`config.mk`:
```
export PLATFORM = sky130hd
export DESIGN_NAME = ika87ad_irqarb
export DESIGN_NICKNAME = d
export VERILOG_FILES = /design/src/rtl/ika87ad_irqarb.sv
export SDC_FILE = /design/constraint.sdc
export NUM_CORES = 1
export LEC_CHECK = 0
export CAP_MARGIN = 10
export CORE_UTILIZATION = 35
export DETAILED_ROUTE_END_ITERATION = 6
export GPL_TIMING_DRIVEN = 0
export PLACE_DENSITY = 0.75
export SLEW_MARGIN = 15
export SYNTH_ARGS = -nofsm -noshare
export SYNTH_HDL_FRONTEND = slang
export SYNTH_SLANG_ARGS = --single-unit
export TNS_END_PERCENT = 50
```
`constraint.sdc`:
```
create_clock -name i_EMUCLK -period 3.9 [get_ports i_EMUCLK]
set_input_delay 0.39 -clock i_EMUCLK [delete_from_list [all_inputs] [get_ports i_EMUCLK]]
set_output_delay 0.39 -clock i_EMUCLK [all_outputs]
set_load 0.005 [all_outputs]
```
`src/rtl/ika87ad_irqarb.sv`:
```
// ika87ad_irqarb
// Interrupt arbiter between the per-source interrupt flag registers and the
// CPU sequencer. It picks the highest-priority pending source and raises a
// held request that carries that source's vector and code. When the CPU
// accepts the request, the arbiter returns the code to the flag registers
// together with an auto-ack strobe.
//
// Ports
//   i_EMUCLK    system clock; all state updates on posedge
//   i_MRST      synchronous active-high reset
//   i_TICK      CPU cycle enable for arbitration, withdrawal and release
//   i_IFLAG     flag outputs; bit n is source code n+1
//   i_MASK      1 = source masked; same bit order as i_IFLAG
//   i_EI        CPU interrupt-enable flag (maskable sources only)
//   i_NMI_DET   one-cycle NMI edge pulse
//   i_IRQ_ACK   one-cycle CPU acceptance pulse
//   o_IRQ_REQ   held request to the CPU
//   o_VECTOR    vector of the latched winner
//   o_IRQ_CODE  code of the latched winner (0 = NMI, 1..10 maskable)
//   o_ACK_CODE  code returned to the flag registers
//   o_AUTO_ACK  auto-ack strobe to the flag registers
//   o_MULTI_EN  per pair: both members unmasked (combinational)
module ika87ad_irqarb #(
  parameter logic [15:0] NMI_VECTOR  = 16'h0004,
  parameter logic [15:0] BASE_VECTOR = 16'h0008
) (
  input  logic        i_EMUCLK,
  input  logic        i_MRST,
  input  logic        i_TICK,
  input  logic [9:0]  i_IFLAG,
  input  logic [9:0]  i_MASK,
  input  logic        i_EI,
  input  logic        i_NMI_DET,
  input  logic        i_IRQ_ACK,
  output logic        o_IRQ_REQ,
  output logic [15:0] o_VECTOR,
  output logic [4:0]  o_IRQ_CODE,
  output logic [4:0]  o_ACK_CODE,
  output logic        o_AUTO_ACK,
  output logic [4:0]  o_MULTI_EN
);

  typedef enum logic [1:0] {
    ST_IDLE = 2'd0,
    ST_REQ  = 2'd1,
    ST_SERV = 2'd2
  } state_t;

  state_t      r_state;
  logic        r_nmi_pend;
  logic        r_req;
  logic [15:0] r_vector;
  logic [4:0]  r_code;
  logic [4:0]  r_ack_code;
  logic        r_auto_ack;

  logic [9:0]  w_elig;
  logic [4:0]  w_win;
  logic        w_any;
  logic        w_still;

  // Pairs share a vector: group g = (code-1)/2, spaced 8 bytes apart.
  function automatic logic [15:0] f_vector(input logic [4:0] code);
    logic [4:0] grp;
    grp = (code - 5'd1) >> 1;
    if (code == 5'd0) f_vector = NMI_VECTOR;
    else              f_vector = BASE_VECTOR + {8'd0, grp, 3'd0};
  endfunction

  // NMI first, then lowest code; scanning from the top lets the lowest
  // set bit overwrite any higher one.
  function automatic logic [4:0] f_winner(input logic nmi, input logic [9:0] e);
    f_winner = 5'd0;
    if (!nmi) begin
      for (int i = 9; i >= 0; i--) begin
        if (e[i]) f_winner = 5'(i + 1);
      end
    end
  endfunction

  assign w_elig = i_EI ? (i_IFLAG & ~i_MASK) : 10'd0;
  assign w_any  = r_nmi_pend | (|w_elig);
  assign w_win  = f_winner(r_nmi_pend, w_elig);

  // Whether the latched maskable winner is still eligible.
  always_comb begin
    w_still = 1'b0;
    for (int i = 0; i < 10; i++) begin
      if (r_code == 5'(i + 1)) w_still = w_elig[i];
    end
  end

  always_comb begin
    o_MULTI_EN = 5'd0;
    for (int g = 0; g < 5; g++) begin
      o_MULTI_EN[g] = ~i_MASK[2*g] & ~i_MASK[2*g+1];
    end
  end

  always_ff @(posedge i_EMUCLK) begin
    if (i_MRST) begin
      r_state    <= ST_IDLE;
      r_nmi_pend <= 1'b0;
      r_req      <= 1'b0;
      r_vector   <= 16'd0;
      r_code     <= 5'd0;
      r_ack_code <= 5'd0;
      r_auto_ack <= 1'b0;
    end else begin
      // A new NMI edge on the clearing cycle keeps the NMI pending.
      if (i_NMI_DET)
        r_nmi_pend <= 1'b1;
      else if (r_state == ST_REQ && i_IRQ_ACK && r_code == 5'd0)
        r_nmi_pend <= 1'b0;

      case (r_state)
        ST_IDLE: begin
          if (i_TICK && w_any) begin
            r_req    <= 1'b1;
            r_code   <= w_win;
            r_vector <= f_vector(w_win);
            r_state  <= ST_REQ;
          end
        end
        ST_REQ: begin
          // Ack is sampled every clock; withdrawal only on a tick, and ack wins.
          if (i_IRQ_ACK) begin
            r_req      <= 1'b0;
            r_ack_code <= r_code;
            r_auto_ack <= 1'b1;
            r_state    <= ST_SERV;
          end else if (i_TICK && r_code != 5'd0 && !w_still) begin
            r_req   <= 1'b0;
            r_state <= ST_IDLE;
          end
        end
        ST_SERV: begin
          // Strobe stays up until the flag registers' next tick.
          if (i_TICK) begin
            r_auto_ack <= 1'b0;
            r_state    <= ST_IDLE;
          end
        end
        default: r_state <= ST_IDLE;
      endcase
    end
  end

  assign o_IRQ_REQ  = r_req;
  assign o_VECTOR   = r_vector;
  assign o_IRQ_CODE = r_code;
  assign o_ACK_CODE = r_ack_code;
  assign o_AUTO_ACK = r_auto_ack;

endmodule
```
Word level (Yosys, flattened, before mapping). Cells that the tools add are included.

Flip-flop bits (word level): 31. Bits of input ports: 26. Output and inout port bits: 33. Word-level logic and storage cells: 99.

Add/sub/neg operators: 2. Equal/unequal tests: 16. Mux-type cells: 37. Bitwise logic cells: 18. Reduce and logical (&&, ||, !) cells: 19.

Operators with widths (number): 5-bit 2-to-1 mux (10); 5-bit by 3-bit equality test with 1-bit output (second input constant) (4); 1-bit 2-to-1 mux (17); 5-bit by 4-bit equality test with 1-bit output (second input constant) (3); 10-bit bitwise AND (1); 5-bit by 2-bit equality test with 1-bit output (second input constant) (2); 5-bit zero test (2); 10-bit 2-to-1 mux (1); 1-bit NOT (10); 10-bit NOT (1); 10-bit OR reduction (1); 3-bit AND reduction (3); 4-bit by 7-bit adder with 8-bit output (first input constant) (1); 2-bit 2-to-1 mux (4); 8-bit 2-to-1 mux (1); 2-bit != test (second input constant) (3); 2-bit one-hot mux with 3 select lines (1); 2-bit nonzero test (3); 1-bit bitwise AND (5); 5-bit by 1-bit equality test with 1-bit output (second input constant) (1); 1-bit logical AND (5); 5-bit nonzero test (1); 5-bit by 1-bit subtractor with 5-bit output (second input constant) (1); 4-bit 2-to-1 mux (1); 8 further kinds (10).

Depth between registers and ports, before layout.
Word-level depth: 18. Depth in mapped cells: 11. Gate-level depth less buffers: 11.

Least setup slack after synthesis. Ideal clock, no wire load.

Path type: in2reg. Start point: in i_MASK[6]. End point: reg r_vector[7], in the netlist o_VECTOR[7]. Setup time: 0.071 ns. Data arrival time: 2.385 ns. Data required time: 3.829 ns. Path slack: 1.444 ns. Stages on the path: 11. Buffers on the path: 0. Path through: nand2b_1 > or2b_1 > a41o_1 > nand2_1 > inv_1 > ha_1 > xnor2_1 > ha_1 > nand4b_1 > or4b_1 > a21oi_1.

Cells in the longest elaborated chain, start to end: 14. Elaborated cells between the ends (all ways): 19. Those cells by class: add/sub (2); mux (10); bitwise (3); reduce/logical (4).

Ends and longest elaborated chain: from (decl) (line 31) `input logic [9:0] i_MASK,`; 10-bit NOT * (line 81) `assign w_elig = i_EI ? (i_IFLAG & ~i_MASK) : 10'd0;`; 10-bit bitwise AND * (line 81); 10-bit 2-to-1 mux * (line 81); 5-bit 2-to-1 mux (7 in a row) (line 76) `if (e[i]) f_winner = 5'(i + 1);`; 5-bit 2-to-1 mux (line 74) `if (!nmi) begin`; 5-bit by 1-bit subtractor with 5-bit output (line 65) `grp = (code - 5'd1) >> 1;`; 4-bit by 7-bit adder with 8-bit output (line 67) `else f_vector = BASE_VECTOR + {8'd0, grp, 3'd0};`; 8-bit 2-to-1 mux (line 66) `if (code == 5'd0) f_vector = NMI_VECTOR;`; to (signal assigned) (line 121) `r_vector <= f_vector(w_win);`; to (decl) (line 52) `logic [15:0] r_vector;`.

Mark *: on every way between the ends. The rest lies on a longest branch, timed or not. A chain may end at the register's enable or synchronous reset.

Worst setup path after layout.
Start point: in i_EI. End point: reg r_vector[7], in the netlist o_VECTOR[7].

Cells in the longest elaborated chain, start to end: 15. Elaborated cells between the ends (all ways): 20. Those cells by class: add/sub (2); mux (13); bitwise (1); reduce/logical (4).

Ends and longest elaborated chain: from (decl) (line 32) `input logic i_EI,`; 10-bit 2-to-1 mux * (line 81); 4-bit 2-to-1 mux (line 76); 5-bit 2-to-1 mux (9 in a row) (line 76); 5-bit 2-to-1 mux (line 74); 5-bit by 1-bit subtractor with 5-bit output (line 65); 4-bit by 7-bit adder with 8-bit output (line 67); 8-bit 2-to-1 mux (line 66).

Marked as above.

==> results.cfg <==
[outcome]
status = finished, final reports clean

[clock_tree]
cts_sinks = 19
cts-root-buf = clkbuf_8
holdBufCountCts = 0
clock_path_buffers = 2
post_cts_buffers = 0
cts_resized = 0
clk_pin_slew_ns = 0.07
cts-buffers-inserted = 3
clk_latency_ns = 0.26
cts-htree-levels = 1
cts_tree = done

[layout]
layout_commonest_cell = clkdlybuf4s50_1
fillCellCount = 359
area_growth_syn_to_layout_pct = 44.7
mostFrequentLayoutCells = 45 x clkdlybuf4s50_1, 19 x nor2_1, 19 x dfxtp_1, 16 x a21oi_1, 16 x nand2_1
layout-drive-gt1-share_pct = 11.6
fin_area_sq_um = 1940
antennaDiodeCount = 0
final_nets = 262

[floorplanning]
design.core.area_sq_um = 3660
dieArea_sq_um = 4080
die_h_um = 63.8
initial_core_util_pct = 36.6
rows = 22
pin_count = 59
die_w_um = 63.8

[critical_path]
cp_data_required_time_ns = 4.09
critPathLaunchType = primary input
crit_path_cell_trace = clkdlybuf4s50_1 -> nor2b_1 -> o211ai_1 -> a41o_1 -> nand2_1 -> inv_1 -> ha_1 -> xnor2_1 -> ha_1 -> nand4b_1 -> or4b_1 -> a21oi_1
cp_slowest_cell = clkdlybuf4s50_1
path_class = in2reg
arrival_ns = 3.14
max_stage_delay_ns = 0.64
critical_path.max_fanout = 8
crit_path_frequent_cell = ha_1
endpoint_kind = flip-flop

[timing]
fmax_mhz = 339
setup-tns-final_ns = 0
maxSlewViolCount = 0
hold_violations = 0
rsz0062_at_grt = no
setup_viol = 0
fin_hold_ws_ns = 0.453
final.period_utilization_pct = 75.5
clock_skew_ns = 0.00333
finalCriticalPeriod_ns = 2.95

[place]
numPortBuffers = 45
dp.final_hpwl_mm = 2.55
placed_cell_area_sq_um = 1890
gp_congestion = 0.813

[synth]
async_flop_share_pct = 0
yosys-top-cells-area = dfxtp_1 28%, buf_4 6.7%, a21oi_1 6.0%, nor2_1 5.3%, nand2_1 4.5%
ys.flop_type = dfxtp_1
synth_area_sq_um = 1340
synth_top_cell_area_share_pct = 28.4
synth_cell_types = 44
ys_warn_count = 0
yosys_register_bits = 19
synth_edf_count = 0
syn_area_per_cell_sq_um = 7.78
synth_seq_area_share_pct = 28.4
yosysTopAreaCell = dfxtp_1
syn_inst = 172

[worst_hold_path]
hold_class = reg2reg

[routing]
via_count = 1354
ant_nets = 0
avgRoutedWirePerCell_um = 11.3
wl_mm = 3.17
drc = 0
drt-pass1-iter-count = 4
viasPerCell = 4.84
first_iter_violations = 57

[pwr]
powerDensity_nw_per_um2 = 275
power.leakage_nw = 0.735
ir_worst_vdd_v = 0.000168

[grt]
grt_max_degree = 12
grt_util_all_layers_pct = 16.0
grt_pass1_vias = 1264
antenna_found_initial = 0
grt_pass1_wl_mm = 5.30
gr-total-overflow = 0

[run]
maxCapViolCount = 0
worst paths after layout:
check / from / endpoint / slack, ns / cells past startpoint
setup / recovery: i_EI / o_VECTOR[7] / 0.95 / 12
hold / removal: o_ACK_CODE[2] / o_ACK_CODE[2] / 0.45 / 2
setup reg to reg: r_nmi_pend / o_VECTOR[7] / 1.46 / 11
hold reg to reg: o_ACK_CODE[2] / o_ACK_CODE[2] / 0.45 / 2
worst max-delay path: cells and delay by family:
kind	cells	cell delay [ns]
XOR/XNOR	1	0.20
adder cells (fa/ha/maj)	2	0.46
AO/OA/AOI/OAI	3	0.48
AND/OR/NAND/NOR	4	0.91
buffers and inverters	2	0.70
routing by layer:
layer	share of wire, %	global-route usage (%)	vias to the layer above
met4	0.25	1.99	0
met2	49	29.5	40
met3	5.6	4.29	2
met1	46	18.7	616
li1	-	-	696
met5	0	0	-
cell usage after synthesis (2+ instances only):
cell,instances
a21oi_1,16
a41o_1,2
buf_2,2
buf_4,12
clkbuf_1,6
dfxtp_1,19
ha_1,3
inv_1,5
mux2i_1,4
nand2_1,16
nand2b_1,9
nand3_1,9
nand4b_1,3
nor2_1,19
nor2b_1,9
o2111ai_1,3
o211ai_1,2
o21a_1,3
o21ai_0,4
or2_2,2
report_power, final:
group          internal [mW]  switching, mW  total [mW]
clock network         0.0711         0.0678       0.139
registers              0.206        0.00762       0.213
logic                 0.0969         0.0828       0.180
cell families (layout without fill, tap and decap cells):
| logic type | after synthesis | after routing | synth area share [%] |
|---|---|---|---|
| compound gates | 39 | 39 | 21.0 |
| simple gates | 77 | 77 | 30.5 |
| other cells | 1 | 12 | 0.280 |
| fa+ha+maj | 3 | 3 | 2.80 |
| buf+inv | 26 | 75 | 10.8 |
| mux | 6 | 6 | 5.51 |
| flops | 19 | 19 | 28.4 |
| xor+xnor | 1 | 1 | 0.654 |
through the flow:
step	setup WS, ns	utilization (%)	total power, mW	std cells
4_1_cts	0.965	52.9	0.537	280
3_3_place_gp	0.773	51.6	0.394	276
5_1_grt	0.832	52.9	0.565	280
3_5_place_dp	0.716	51.6	0.397	276
6_report	0.954	52.9	0.532	280
2_1_floorplan	1.44	-	0.325	183
sequential cells by signal, indices dropped and copies added, names as in the netlist:
signal      cells
o_ACK_CODE      4
o_AUTO_ACK      1
o_IRQ_CODE      4
o_IRQ_REQ       1
o_VECTOR        6
r_nmi_pend      1
r_state         2
layout make-up:
cell class	instances	area, sq um	area share, %
Tap cell	48	60.1	3.10
Timing Repair Buffer	45	450	23.3
Multi-Input combinational cell	138	855	44.1
Clock inverter	1	5.00	0.258
Sequential cell	19	380	19.6
Inverter	6	22.5	1.16
Buffer	20	123	6.33
Clock buffer	3	41.3	2.13
Note: power is estimated with default switching activity, not from simulation.
